<file path="src/rtl/i2c_line_conditioner.sv">
// -----------------------------------------------------------------------------
// i2c_line_conditioner
//
// Receive-side conditioning between the SCL/SDA pads and an I2C master.
// Each line is synchronised, then deglitched: a new level is only accepted
// after FILT_CYCLES consecutive synchronised samples disagree with the current
// filtered level. START/STOP conditions are decoded from the filtered lines,
// a bus-busy flag is tracked, and lines held low too long are flagged as stuck.
// The open-drain drive path is not part of this block.
//
// Parameters:
//   SYNC_STAGES     synchroniser flops per line (>= 2)
//   FILT_CYCLES     consecutive differing samples to accept a change (>= 1)
//   TIMEOUT_CYCLES  low-time before a stuck flag; 0 removes stuck detection
//
// Ports:
//   clk_i        system clock
//   rst_i        asynchronous, active-high reset
//   scl_pad_i    raw SCL from pad
//   sda_pad_i    raw SDA from pad
//   scl_f_o      filtered SCL
//   sda_f_o      filtered SDA
//   start_o      1-cycle pulse on START or repeated START
//   rstart_o     1-cycle pulse on repeated START (START while busy)
//   stop_o       1-cycle pulse on STOP
//   busy_o       bus owned (between START and STOP); this is the FSM state
//   scl_stuck_o  filtered SCL low for >= TIMEOUT_CYCLES
//   sda_stuck_o  filtered SDA low for >= TIMEOUT_CYCLES
// -----------------------------------------------------------------------------
module i2c_line_conditioner #(
    parameter int SYNC_STAGES    = 2,
    parameter int FILT_CYCLES    = 4,
    parameter int TIMEOUT_CYCLES = 20000
) (
    input  logic clk_i,
    input  logic rst_i,
    input  logic scl_pad_i,
    input  logic sda_pad_i,
    output logic scl_f_o,
    output logic sda_f_o,
    output logic start_o,
    output logic rstart_o,
    output logic stop_o,
    output logic busy_o,
    output logic scl_stuck_o,
    output logic sda_stuck_o
);

    localparam int FW = $clog2(FILT_CYCLES + 1);
    localparam logic [FW-1:0] FILT_LAST = FW'(FILT_CYCLES - 1);

    localparam logic IDLE = 1'b0;
    localparam logic BUSY = 1'b1;

    // Bit 0 carries SCL, bit 1 carries SDA throughout.
    logic [1:0] pad;
    logic [1:0] filt;
    logic [1:0] stuck;

    assign pad = {sda_pad_i, scl_pad_i};

    // ---------------------------------------------------------------------
    // Synchroniser and glitch filter, one per line
    // ---------------------------------------------------------------------
    for (genvar i = 0; i < 2; i++) begin : g_line
        logic [SYNC_STAGES-1:0] sync;
        logic [FW-1:0]          cnt;
        logic                   f;

        // Reset to 1 so an idle (pulled-up) bus produces no transitions.
        always_ff @(posedge clk_i or posedge rst_i) begin
            if (rst_i) begin
                sync <= '1;
                cnt  <= '0;
                f    <= 1'b1;
            end else begin
                sync <= {sync[SYNC_STAGES-2:0], pad[i]};
                // Any agreeing sample restarts the run of differing samples.
                if (sync[SYNC_STAGES-1] == f) begin
                    cnt <= '0;
                end else if (cnt == FILT_LAST) begin
                    f   <= sync[SYNC_STAGES-1];
                    cnt <= '0;
                end else begin
                    cnt <= cnt + 1'b1;
                end
            end
        end

        assign filt[i] = f;
    end

    // ---------------------------------------------------------------------
    // Stuck-low detection
    // ---------------------------------------------------------------------
    if (TIMEOUT_CYCLES > 0) begin : g_stuck
        localparam int TW = $clog2(TIMEOUT_CYCLES + 1);
        localparam logic [TW-1:0] T_MAX = TW'(TIMEOUT_CYCLES);
        localparam logic [TW-1:0] T_PRE = TW'(TIMEOUT_CYCLES - 1);

        for (genvar j = 0; j < 2; j++) begin : g_line
            logic [TW-1:0] cnt;
            logic          stuck_r;

            // Counter saturates at T_MAX; the flag rises on the same edge
            // the count reaches the timeout.
            always_ff @(posedge clk_i or posedge rst_i) begin
                if (rst_i) begin
                    cnt     <= '0;
                    stuck_r <= 1'b0;
                end else if (filt[j]) begin
                    cnt     <= '0;
                    stuck_r <= 1'b0;
                end else begin
                    if (cnt != T_MAX) begin
                        cnt <= cnt + 1'b1;
                    end
                    if (cnt >= T_PRE) begin
                        stuck_r <= 1'b1;
                    end
                end
            end

            assign stuck[j] = stuck_r;
        end
    end else begin : g_no_stuck
        assign stuck = 2'b00;
    end

    // ---------------------------------------------------------------------
    // START/STOP decode and bus-busy state
    // ---------------------------------------------------------------------
    logic scl_q;
    logic sda_q;
    logic state;
    logic start_det;
    logic stop_det;

    // SCL must be high both before and after, so simultaneous SCL/SDA
    // changes never decode as an event.
    assign start_det = scl_q & filt[0] &  sda_q & ~filt[1];
    assign stop_det  = scl_q & filt[0] & ~sda_q &  filt[1];

    // Previous-value flops reset to 1 to match the filtered lines, which
    // keeps reset release free of spurious events.
    always_ff @(posedge clk_i or posedge rst_i) begin
        if (rst_i) begin
            scl_q    <= 1'b1;
            sda_q    <= 1'b1;
            state    <= IDLE;
            start_o  <= 1'b0;
            rstart_o <= 1'b0;
            stop_o   <= 1'b0;
        end else begin
            scl_q    <= filt[0];
            sda_q    <= filt[1];
            start_o  <= start_det;
            rstart_o <= start_det && (state == BUSY);
            stop_o   <= stop_det;
            case (state)
                IDLE:    if (start_det) state <= BUSY;
                BUSY:    if (stop_det)  state <= IDLE;
                default: state <= IDLE;
            endcase
        end
    end

    assign scl_f_o     = filt[0];
    assign sda_f_o     = filt[1];
    assign busy_o      = (state == BUSY);
    assign scl_stuck_o = stuck[0];
    assign sda_stuck_o = stuck[1];

endmodule

</file>
<file path="config.mk">
export PLATFORM = sky130hd
export DESIGN_NAME = i2c_line_conditioner
export DESIGN_NICKNAME = d
export VERILOG_FILES = /design/src/rtl/i2c_line_conditioner.sv
export SDC_FILE = /design/constraint.sdc
export NUM_CORES = 1
export LEC_CHECK = 0
export BUFFER_PORTS_ARGS = -buffer_cell sky130_fd_sc_hd__clkbuf_2
export CAP_MARGIN = 20
export CORE_MARGIN = 8
export CORE_UTILIZATION = 60
export CTS_BUF_LIST = sky130_fd_sc_hd__clkbuf_16
export CTS_CLUSTER_DIAMETER = 120
export DETAILED_ROUTE_END_ITERATION = 12
export PLACE_DENSITY = 0.74
export SLEW_MARGIN = 10
export SYNTH_ARGS = -nofsm -noshare
export SYNTH_HDL_FRONTEND = slang
export SYNTH_SLANG_ARGS = --single-unit
</file>
<file path="constraint.sdc">
create_clock -name clk_i -period 1.75 [get_ports clk_i]
set_input_delay 0.2625 -clock clk_i [delete_from_list [all_inputs] [get_ports clk_i]]
set_output_delay 0.2625 -clock clk_i [all_outputs]
set_load 0.02 [all_outputs]
</file>
=== Word-level counts from Yosys, hierarchy flattened ===
Index checks and enable logic that the tools add are counted.

* Register bits after elaboration: 50
* Output and inout port bits: 8
* Word-level logic and storage cells: 60

* Add/sub/neg operators: 4
* Order comparisons: 2
* Equality and inequality tests: 6
* Mux-type cells: 15
* Bitwise operators: 10
* Reductions and logical operators: 7

{| class="wikitable"
|+ Operators by type and width
! cell !! count
|-
| 15-bit two-way mux || 4
|-
| 15-bit by 1-bit adder with 15-bit output, second input constant || 2
|-
| 15-bit greater-or-equal comparator, second input constant || 2
|-
| 15-bit != test, second input constant || 2
|-
| 3-bit two-way mux || 4
|-
| 2-bit nonzero test || 4
|-
| 3-bit by 1-bit adder with 3-bit output, second input constant || 2
|-
| 3-bit by 2-bit equality test with 1-bit output, second input constant || 2
|-
| 1-bit two-way mux || 6
|-
| 1-bit bitwise AND || 5
|-
| 1-bit NOT || 5
|-
| 2-bit AND reduction || 2
|-
| 1-bit equality test || 2
|-
| 1-bit case mux with 2 select lines || 1
|-
| 1-bit logical AND || 1
|}

=== Depth between registers and ports, before layout ===
* Depth in word-level cells: 5
* Depth in mapped cells: 5
* Depth with buffers taken out: 5

=== Least setup slack after synthesis ===
No wires, ideal clock.

* Kind: flip-flop to flip-flop
* Start point: register g_line[1].f (netlist: sda_f_o)
* End point: register g_stuck.g_line[1].stuck_r (netlist: sda_stuck_o)
* Library setup time: 0.132 ns
* Arrival: 1.510 ns
* Required time: 1.618 ns
* Slack: 0.108 ns
* Cell stages (with the launch flop): 5
* Buffers on the path: 3
* Clock period less this slack: 1.642 ns
* Path through: dfstp_2 clkbuf_1 clkbuf_1 buf_1 o2bb2ai_1

* Cells in the longest elaborated chain, start to end: 1
* Elaborated cells between the ends (all ways): 2

{| class="wikitable"
|+ Ends and longest elaborated chain
! what !! RTL line !! RTL
|-
| from (decl) || 68 || <nowiki>logic f;</nowiki>
|-
| from (signal assigned) || 82 || <nowiki>f <= sync[SYNC_STAGES-1];</nowiki>
|-
| 1-bit two-way mux or 2-bit nonzero test (tied branches) || n/a ||
|-
| to (signal assigned) || 110 || <nowiki>stuck_r <= 1'b0;</nowiki>
|-
| to (signal assigned) || 113 || <nowiki>stuck_r <= 1'b0;</nowiki>
|-
| to (signal assigned) || 119 || <nowiki>stuck_r <= 1'b1;</nowiki>
|-
| to (decl) || 103 || <nowiki>logic stuck_r;</nowiki>
|}

Several ways; a longest one is shown, not always the timed one.
A chain may end at the register's enable or synchronous reset.

=== Worst setup path after layout ===
* Start point: register g_stuck.g_line[1].cnt[6]
* End point: register g_stuck.g_line[1].cnt[13]

* Cells in the longest elaborated chain, start to end: 3
* Elaborated cells between the ends (all ways): 5

{| class="wikitable"
|+ Ends and longest elaborated chain
! what !! RTL line !! RTL
|-
| from (decl) || 102 || <nowiki>logic [TW-1:0] cnt;</nowiki>
|-
| from (signal assigned) || 116 || <nowiki>cnt <= cnt + 1'b1;</nowiki>
|-
| 15-bit by 1-bit adder with 15-bit output || 116 ||
|-
| 15-bit two-way mux || 115 || <nowiki>if (cnt != T_MAX) begin</nowiki>
|-
| 15-bit two-way mux || 111 || <nowiki>end else if (filt[j]) begin</nowiki>
|}

Several ways; a longest one is shown, not always the timed one. The select of a mux whose other input is x is not followed.

==> results.cfg <==
[setup_path]
rr_startpoint = g_stuck.g_line[1].cnt[6]
critPathMaxFanout = 9
cp_num_buf_inv = 0
critPathSlowestCell = dfrtp_1
start_kind = flip-flop
timing.critical_path.from = g_stuck.g_line[1].cnt[6]
path_cells = nand4_1 > nor4_1 > mux2_2
cp.arrival_ps = 1830
cp.required_ps = 1920
critical_path_class = reg2reg
critical_path.top_delay_family = simple AND/OR/NAND/NOR gates
cp_slowest_stage_delay_ps = 440
critPathCaptureType = flip-flop

[yosys]
synth_edf_count = 0
synth_seq_cells = 50
syn_avg_cell_area_um2 = 10.55
syn_nets = 239
syn_area_um2 = 2416
ys_types = 41
syn_inst = 229
ys.flop_type = dfrtp_1
yosysSeqAreaShare = 0.5220
yosys_warnings = 0
synthArstFlopShare = 1.000

[route]
wl_met2_um = 2091
drt.antenna.violating_nets = 0
wl_met3_um = 192
dr.pass1.iters = 4
num_vias = 1819
top_layer_used = met4
via_per_inst = 5.944
wire_per_inst_um = 14.81
drt_iter0_markers = 126
drt-met1-wl_um = 2191
routed_wl_um = 4532
drc_errors = 0

[sta]
fin_skew_ps = 5.828
finalHoldViolCount = 0
max_freq_mhz = 604.2
worst_pin_slew_ps = 386.5
setup_tns_ps = 0
drv_slew = 0
setup_viol = 0
final.setup.worst_slack_ps = 95.02
fin_crit_ps = 1655
rsz0062_at_grt = no
finalCritPeriodShare = 0.9457
maxSlewHeadroom = 0.7416

[clocking]
clkTransAtPathRegs_ps = 70
clkLatencyLatePin_ps = 290
cts-htree-levels = 2
cts.sinks = 50
cts.path.max_buffers = 2
cts.root.buffer_cell = clkbuf_16
cts_tree = yes
cts_buffers = 5

[finish]
num-nets-final = 265
fill_cells = 276
drive_above_1_share = 0.2266
multi_input_comb_area_um2 = 1109
register_area_um2 = 1261
fin_area_um2 = 2821
syn2layout_area_growth_pct = 16.78
final_common_cell = dfrtp_1
fin_cells = 306
layout_common_cells = 42 x dfrtp_1, 19 x nor2_1, 15 x a21oi_1
n_antenna_cell = 0

[global_route]
antenna_found_initial = 0
first_global_vias = 1747
grt_max_degree = 37
grt_pass1_wl_um = 8004
overflow = 0
track_usage = 0.1579

[floorplanning]
core-area_um2 = 3943
ioPinCount = 12
start_util = 0.6128
rows = 23
fp.dieH_um = 79.46
die_area_um2 = 6313
die_width_um = 79.46

[place]
portBuffers = 11
place.gp.congestion = 0.8176
hpwl_um = 3101
dpl_worst_slack_ps = 73.32
detailed_place.area_um2 = 2610
placed_cells = 296

[pwr]
finalPower_mw = 3.528
vdd_drop_max_mv = 0.9431
power.density_nw_per_um2 = 1251
leakage_nw = 1.210

[job]
maxCapViolCount = 0

[worst_hold_path]
hold_class = in2reg
hp-start = sda_pad_i

[status]
status = completed
state kept, by name (all words and copies together), names as in the netlist:
| name | cells |
|---|---|
| stop_o | 1 |
| start_o | 1 |
| g_line.sync | 4 |
| g_line.cnt | 6 |
| sda_q | 1 |
| g_stuck.g_line.cnt | 30 |
| sda_stuck_o | 1 |
| scl_q | 1 |
| sda_f_o | 1 |
| scl_stuck_o | 1 |
| rstart_o | 1 |
| busy_o | 1 |
| scl_f_o | 1 |
power breakdown:
group,internal [mW],switching [mW]
Clock,0.676,0.413
Combinational,0.360,0.537
Sequential,1.37,0.173
per-stage QoR:
stage                     utilization  hold WS, ps
after floorplan                     -        267.0
after global placement         0.6620        220.6
after detailed placement       0.6620        222.2
after CTS                      0.7074        46.77
after global routing           0.7156        44.90
final                          0.7156        53.48
layout make-up:
class                           count  area share
Timing Repair Buffer               24     0.05942
Inverter                           14     0.01863
Clock inverter                      3     0.01552
Clock buffer                        5     0.04435
Sequential cell                    50      0.4470
Multi-Input combinational cell    160      0.3929
Tap cell                           50     0.02217
worst paths after layout:
check	to	slack [ps]	depth (start not counted)
max	g_stuck.g_line[1].cnt[13]	100	3
min	g_line[1].sync[0]	50	1
max reg2reg	g_stuck.g_line[1].cnt[13]	100	3
min reg2reg	g_line[0].sync[1]	360	0
max in group asynchronous	g_line[1].sync[1]	740	4
min in group asynchronous	start_o	470	3
synth_stat cells (2+ instances only):
cell type  count  share of area
xnor2_1        2         0.0073
nand4_2        3          0.016
o31ai_1        8          0.025
nor3_1         5          0.010
inv_1         14          0.022
ha_1           6          0.031
o2111ai_1      2         0.0073
or3_1          6          0.016
buf_1          2         0.0031
nor4bb_1       2         0.0083
nor2_1        19          0.030
nor3b_1        4          0.012
or4_1          8          0.025
dfrtp_1       42           0.44
nand3_1        9          0.019
nand2_1       13          0.020
a21oi_1       15          0.031
nor4_1         7          0.018
clkbuf_1       3         0.0047
o21ai_0        8          0.017
nor2b_1        8          0.021
mux2_2         8          0.037
and2_1         2         0.0052
o22ai_1        2         0.0052
mux2i_1        2         0.0083
nand2b_1       2         0.0052
nand4_1        3         0.0078
xor2_1         4          0.014
dfstp_2        8          0.087
worst reg2reg max path, stage by stage, from the launching register on:
cell and delay, ps:
dfrtp_1 440, nand4_1 360, nor4_1 370, mux2_2 370
per-layer routing:
metal	track usage	vias up
met1	0.2187	897
met2	0.2363	37
li1	-	880
met4	0.06111	0
met3	0.03153	5
met5	0	-
repair_timing:
item,in CTS,in global routing
setup endpoints to repair,0,5
endpoints found under the hold margin,11,0
setup buffers,0,1
gates resized for setup,0,4
hold buffers,1,0
kinds of logic after synthesis:
logic type,share of synthesized area
buffers and inverters,0.02952
multiplexers,0.05179
flip-flops,0.5220
AO/OA/AOI/OAI,0.09892
XOR/XNOR,0.02175
adder cells (fa/ha/maj),0.03107
AND/OR/NAND/NOR,0.2450
Note: power is estimated with default switching activity, not from simulation.
